**config.mk**
```make
export PLATFORM = sky130hd
export DESIGN_NAME = action_responder
export DESIGN_NICKNAME = d
export VERILOG_FILES = /design/src/rtl/action_responder.sv
export SDC_FILE = /design/constraint.sdc
export NUM_CORES = 1
export LEC_CHECK = 0
export ABC_AREA = 1
export ABC_CLOCK_PERIOD_IN_PS = 1600
export BUFFER_PORTS_ARGS = -buffer_cell sky130_fd_sc_hd__buf_2
export CAP_MARGIN = 40
export CELL_PAD_IN_SITES_DETAIL_PLACEMENT = 1
export CELL_PAD_IN_SITES_GLOBAL_PLACEMENT = 1
export CORE_UTILIZATION = 40
export DETAILED_ROUTE_END_ITERATION = 6
export GPL_ROUTABILITY_DRIVEN = 0
export GPL_TIMING_DRIVEN = 0
export PLACE_DENSITY_LB_ADDON = 0.1
export RECOVER_POWER = 25
export SETUP_SLACK_MARGIN = 0.15
export SYNTH_ARGS = -nofsm -noshare
export SYNTH_HDL_FRONTEND = slang
export SYNTH_SLANG_ARGS = --single-unit
export TNS_END_PERCENT = 100
```
**constraint.sdc**
```tcl
create_clock -name clk -period 1.6 [get_ports clk]
set_input_delay 0.32 -clock clk [delete_from_list [all_inputs] [get_ports clk]]
set_output_delay 0.32 -clock clk [all_outputs]
set_load 0.01 [all_outputs]
```
**src/rtl/action_responder.sv**
```systemverilog
// Turns click-detector action codes into cursor moves and reveal/flag requests,
// with a single ACK pulse per action and a release wait against re-triggering.
module action_responder #(
   parameter int unsigned ROWS = 16,
   parameter int unsigned COLS = 16
) (
   input  logic       clk,
   input  logic       clear_n,
   input  logic [2:0] Action,
   output logic       ACK,
   input  logic       game_over,
   output logic [3:0] cur_row,
   output logic [3:0] cur_col,
   output logic       op_valid,
   output logic       op_code,
   output logic [3:0] op_row,
   output logic [3:0] op_col,
   input  logic       op_ready
);

   localparam logic [3:0] ROW_MAX = 4'(ROWS - 1);
   localparam logic [3:0] COL_MAX = 4'(COLS - 1);

   typedef enum logic [1:0] {
      IDLE    = 2'd0,
      ISSUE   = 2'd1,
      ACKN    = 2'd2,
      RELEASE = 2'd3
   } state_t;

   state_t     r_state;
   state_t     w_state_nxt;
   logic       w_ack_nxt;
   logic [3:0] w_row_nxt;
   logic [3:0] w_col_nxt;
   logic       w_valid_nxt;
   logic       w_code_nxt;
   logic [3:0] w_op_row_nxt;
   logic [3:0] w_op_col_nxt;

   // Next-state and next-output decode
   always_comb begin
      w_state_nxt  = r_state;
      w_ack_nxt    = 1'b0;
      w_row_nxt    = cur_row;
      w_col_nxt    = cur_col;
      w_valid_nxt  = op_valid;
      w_code_nxt   = op_code;
      w_op_row_nxt = op_row;
      w_op_col_nxt = op_col;

      case (r_state)
         IDLE: begin
            case (Action)
               3'b000: w_state_nxt = IDLE;
               3'b100: begin
                  if (cur_row != 4'd0) w_row_nxt = cur_row - 4'd1;
                  w_state_nxt = ACKN;
               end
               3'b110: begin
                  if (cur_row < ROW_MAX) w_row_nxt = cur_row + 4'd1;
                  w_state_nxt = ACKN;
               end
               3'b111: begin
                  if (cur_col != 4'd0) w_col_nxt = cur_col - 4'd1;
                  w_state_nxt = ACKN;
               end
               3'b101: begin
                  if (cur_col < COL_MAX) w_col_nxt = cur_col + 4'd1;
                  w_state_nxt = ACKN;
               end
               3'b001, 3'b010: begin
                  if (!game_over) begin
                     w_valid_nxt  = 1'b1;
                     w_code_nxt   = Action[1];
                     w_op_row_nxt = cur_row;
                     w_op_col_nxt = cur_col;
                     w_state_nxt  = ISSUE;
                  end else begin
                     w_state_nxt  = ACKN;
                  end
               end
               default: w_state_nxt = ACKN;
            endcase
         end
         // Request held stable until the board takes it; game_over cannot withdraw it
         ISSUE: begin
            if (op_ready) begin
               w_valid_nxt = 1'b0;
               w_state_nxt = ACKN;
            end
         end
         ACKN: begin
            w_ack_nxt   = 1'b1;
            w_state_nxt = RELEASE;
         end
         RELEASE: begin
            if (Action == 3'b000) w_state_nxt = IDLE;
         end
         default: w_state_nxt = IDLE;
      endcase
   end

   // State and registered outputs
   always_ff @(posedge clk or negedge clear_n) begin
      if (!clear_n) begin
         r_state  <= IDLE;
         ACK      <= 1'b0;
         cur_row  <= 4'd0;
         cur_col  <= 4'd0;
         op_valid <= 1'b0;
         op_code  <= 1'b0;
         op_row   <= 4'd0;
         op_col   <= 4'd0;
      end else begin
         r_state  <= w_state_nxt;
         ACK      <= w_ack_nxt;
         cur_row  <= w_row_nxt;
         cur_col  <= w_col_nxt;
         op_valid <= w_valid_nxt;
         op_code  <= w_code_nxt;
         op_row   <= w_op_row_nxt;
         op_col   <= w_op_col_nxt;
      end
   end

endmodule

```
### Word level (Yosys, flattened, before mapping)

Index checks and enable logic that the tools add are counted.

* add/sub/neg operators: 4
* multiply operators: 0
* div/mod/pow operators: 0
* $lt $le $gt $ge: 2
* eq/ne operators: 17
* shift-type cells: 0
* multiplexer cells: 16
* bitwise logic cells: 1
* reduce and logical (&&, ||, !) cells: 13

Operator list (count)
* 4-bit 2-to-1 mux: 4
* 4-bit one-hot mux with 2 select lines: 2
* 2-bit != test (second input constant): 7
* 3-bit == test (second input constant): 4
* 4-bit AND reduction: 3
* 4-bit by 1-bit adder with 4-bit output (second input constant): 2
* 4-bit less-than comparator (second input constant): 2
* 2-bit one-hot mux with 4 select lines: 1
* 4-bit nonzero test: 2
* 4-bit by 1-bit subtractor with 4-bit output (second input constant): 2
* 2-bit 2-to-1 mux: 3
* 2-bit nonzero test: 3
* 2-bit == test (second input constant): 2
* 1-bit 2-to-1 mux: 4
* 2-bit one-hot mux with 2 select lines: 1
* 3-bit by 1-bit == test with 1-bit output (second input constant): 1
* 3-bit by 2-bit == test with 1-bit output (second input constant): 1
* 3-bit logical NOT: 1
* 3-bit AND reduction: 1
* 2-bit by 1-bit == test with 1-bit output (second input constant): 1
* 2-bit logical NOT: 1
* 2-bit by 1-bit != test with 1-bit output (second input constant): 1
* 1-bit one-hot mux with 2 select lines: 1
* 2-bit AND reduction: 1
* other kinds (2): 2

* register bits: 21
* latch bits: 0
* RAM bits: 0
* memory bits (read-only): 0
* input port bits: 7
* logic and storage cells: 61
* memories: 0

### Longest topological paths before layout

* depth after elaboration: 4
* depth in mapped cells: 10
* gate-level depth less buffers: 10

### Worst setup path before layout

Ideal clock, no wire load.

* path type: flip-flop to flip-flop
* start: register r_state[0]
* end: register cur_row[2]
* library setup time: 0.123 ns
* arrival time: 1.269 ns
* data required time: 1.477 ns
* slack: 0.208 ns
* cell stages (with the launch flop): 8
* buffers on the path: 0
* clock period less this slack: 1.392 ns
* path through: dfrtp_1 > inv_1 > ha_1 > inv_1 > nor3_1 > nand3b_1 > nand2_1 > o21ai_1

* longest elaborated chain between the ends: 2

RTL lines
* start, declared: line 31 `state_t r_state;`
* start signal, assigned: line 116 `r_state <= w_state_nxt;`
* 2-bit logical NOT: line 52 `case (r_state)`
* 4-bit AND reduction (no source line)
* end signal, assigned: line 118 `cur_row <= w_row_nxt;`
* end, declared: line 12 `output logic [3:0] cur_row,`

Every way passes these cells.
A chain may end at the register's enable or synchronous reset.

### Final worst setup path

* start: register r_state[0]
* end: register cur_col[0]

* longest elaborated chain between the ends: 2

RTL lines
* 2-bit logical NOT: line 52
* 4-bit AND reduction (no source line)
* end signal, assigned: line 119 `cur_col <= w_col_nxt;`
* end, declared: line 13 `output logic [3:0] cur_col,`

Every way passes these cells.

==> impl_metrics.py <==
metrics = {
    "worst_setup_path": {
        "slowest_stage": "dfrtp_1",
        "cp_max_fo": 6,
        "crit_family": "flip-flops",
        "crit_path_start_kind": "flop",
        "max_stage_delay_ns": 0.41,
        "end_kind": "flop",
        "required_ns": 1.83,
        "critPathArrivalTime_ns": 1.68,
        "crit_type": "reg2reg",
        "cp.buffers_inverters": 2,
        "r2r_slack_ns": 0.15,
        "worstPathCellList": "inv_2, ha_4, inv_1, nor2_2, o21ai_2, nor2_4, xor2_1",
    },
    "clock_network": {
        "cts_buffers": 3,
        "clockBufferDepth": 2,
        "cts_tree": "yes",
        "cts.clk_slew.worst_paths_ns": 0.13,
        "cts_sinks": 21,
        "htreeDepth": 1,
        "root_buffer": "clkbuf_4",
        "clkLatencyLatePin_ns": 0.31,
    },
    "timing": {
        "slew_headroom_pct": 63.6,
        "finalCriticalPeriod_ns": 1.45,
        "whs_ns": 0.357,
        "period_share_pct": 90.5,
        "setup_viol": 0,
        "max_freq_mhz": 691,
        "worst_pin_slew_ns": 0.546,
        "hold_violations": 0,
        "slew_violations": 0,
        "setup_slack_ns": 0.152,
        "tns_ns": 0,
        "rsz0062_at_grt": "yes",
        "fin_skew_ns": 0.00844,
    },
    "grt": {
        "grt_overflow": 0,
        "grt_pass1_vias": 1164,
        "grt.total_usage_pct": 19.5,
        "grt_first_pass_wirelength_mm": 5.11,
        "grt_max_degree": 22,
        "grt_antenna_before_repair": 0,
    },
    "synthesis": {
        "yosys_warnings": 0,
        "syn_area_um2": 1310,
        "syn_nets": 177,
        "ys_seq_area_share_pct": 40.1,
        "synth_cells": 160,
        "avgSynthCellArea_um2": 8.19,
        "ys_seq_elements": 21,
        "yosysUniqueCellTypes": 26,
    },
    "final_layout": {
        "layout-area-overhead-vs-synth_pct": 21.2,
        "antenna_cells": 0,
        "layout_common_cells": "46 x nand2_1, 24 x buf_2, 20 x dfrtp_1, 19 x inv_1, 10 x o21ai_2",
        "stdcell_count": 236,
        "final_common_cell": "nand2_1",
        "drive_gt1_share_pct": 31.3,
        "final.fill_count": 404,
        "nNetsFinal": 210,
    },
    "floorplan": {
        "die_y_um": 59.2,
        "core-area_um2": 3080,
        "die_x_um": 59.2,
        "io_pins": 26,
        "rows": 20,
        "design.die.area_um2": 3510,
        "initial_core_util_pct": 42.6,
    },
    "power_and_ir_drop": {
        "leakagePower_nw": 0.820,
        "power_density_nw_per_um2": 1810,
        "power.total_mw": 2.88,
        "vdd_ir_drop_max_v": 0.000802,
    },
    "detailed_routing": {
        "drt_iter0_drc": 41,
        "avgRoutedWirePerCell_um": 12.6,
        "post-route-drc-count": 0,
        "via_per_inst": 4.80,
        "num_vias": 1132,
        "routed_wl_mm": 2.97,
        "ant_nets": 0,
        "first_pass_iters": 4,
    },
    "job": {
        "drv_cap": 0,
    },
    "place": {
        "place_worst_setup_slack_ns": -0.129,
        "placed_cells_incl_taps": 229,
        "dp_hpwl_mm": 2.28,
        "io_buffers": 25,
    },
    "min_path": {
        "holdCritPathClass": "in2reg",
    },
    "outcome": {
        "status": "finished, final reports clean",
    },
}
[final timing paths]
check | from | endpoint | cells after the start
hold reg to reg | op_col[3] | op_col[3] | 2
hold / removal | Action[1] | op_code | 3
setup reg to reg | r_state[0] | cur_col[0] | 7
max in group asynchronous | clear_n | cur_col[1] | 2
setup / recovery | r_state[0] | cur_col[0] | 7
min in group asynchronous | clear_n | r_state[0] | 2
[power breakdown]
| part | internal, mW | total (mW) | switching (mW) |
|---|---|---|---|
| combinational | 0.680 | 1.59 | 0.914 |
| clock | 0.0971 | 0.267 | 0.170 |
| sequential | 0.783 | 1.02 | 0.237 |
| total | 1.56 | 2.88 | 1.32 |
[registers in the layout, indices dropped and copies added (netlist names)]
register  cells
cur_col       4
op_row        4
op_col        4
op_code       1
op_valid      1
cur_row       4
r_state       2
ACK           1
[worst register-to-register path, delay by kind of cell, from the launching register on]
kind                     cells  cell delay, ns
flip-flops                   1            0.41
AND/OR/NAND/NOR              2            0.33
buffers and inverters        2            0.22
adder cells (fa/ha/maj)      1            0.17
XOR/XNOR                     1            0.17
AO/OA/AOI/OAI                1            0.08
[cells by family (layout without fill, tap and decap cells)]
kind of cell,count (synthesis),count (layout),share of synthesized area (%)
compound gates,24,24,12.3
xor+xnor,4,4,2.67
fa+ha+maj,10,10,10.1
buf+inv,25,57,7.74
flops,21,21,40.1
simple gates,76,76,27.0
[stage by stage]
stage	area [um^2]	utilization, %
5_1_grt	1590	51.6
3_5_place_dp	1490	48.4
6_report	1590	51.6
4_1_cts	1560	50.7
2_1_floorplan	1310	-
3_3_place_gp	1490	48.4
[synthesized netlist by cell type, drive strengths merged]
master | instances | share of area [%]
o21ai | 19 | 9.8
inv | 24 | 6.9
buf | 1 | 0.86
nor3 | 4 | 1.9
fa | 1 | 1.5
nor2 | 13 | 5.1
nand3 | 9 | 4.8
o22ai | 1 | 0.48
a21boi | 1 | 0.86
nand4 | 1 | 0.48
a21oi | 3 | 1.1
xor2 | 3 | 2.0
xnor2 | 1 | 0.67
ha | 9 | 8.6
nand2 | 47 | 14
dfrtp | 21 | 40
nand3b | 2 | 1.1
[per-layer routing]
metal  global-route usage, %  share of wire (%)  up-vias
li1                        -                  -      574
met4                    5.10               0.54        0
met3                    2.62                2.1        2
met1                    24.1                 47      538
met2                    35.2                 50       18
met5                       0                  0        -
[final cells by class]
class,count,area [um^2],share of cell area (%)
Buffer,1,11.3,0.709
Sequential cell,21,527,33.2
Clock buffer,4,26.3,1.65
Multi-Input combinational cell,114,732,46.1
Timing Repair Buffer,28,146,9.22
Inverter,24,90.1,5.67
Tap cell,44,55.1,3.47
[repair_timing]
item	4_1_cts	5_1_grt
hold endpoints to repair	21	0
setup buffers	2	0
pin swaps	1	1
setup endpoints to repair	9	11
hold buffers	1	0
gates resized for setup	6	7
(Power assumes the default switching activity.)
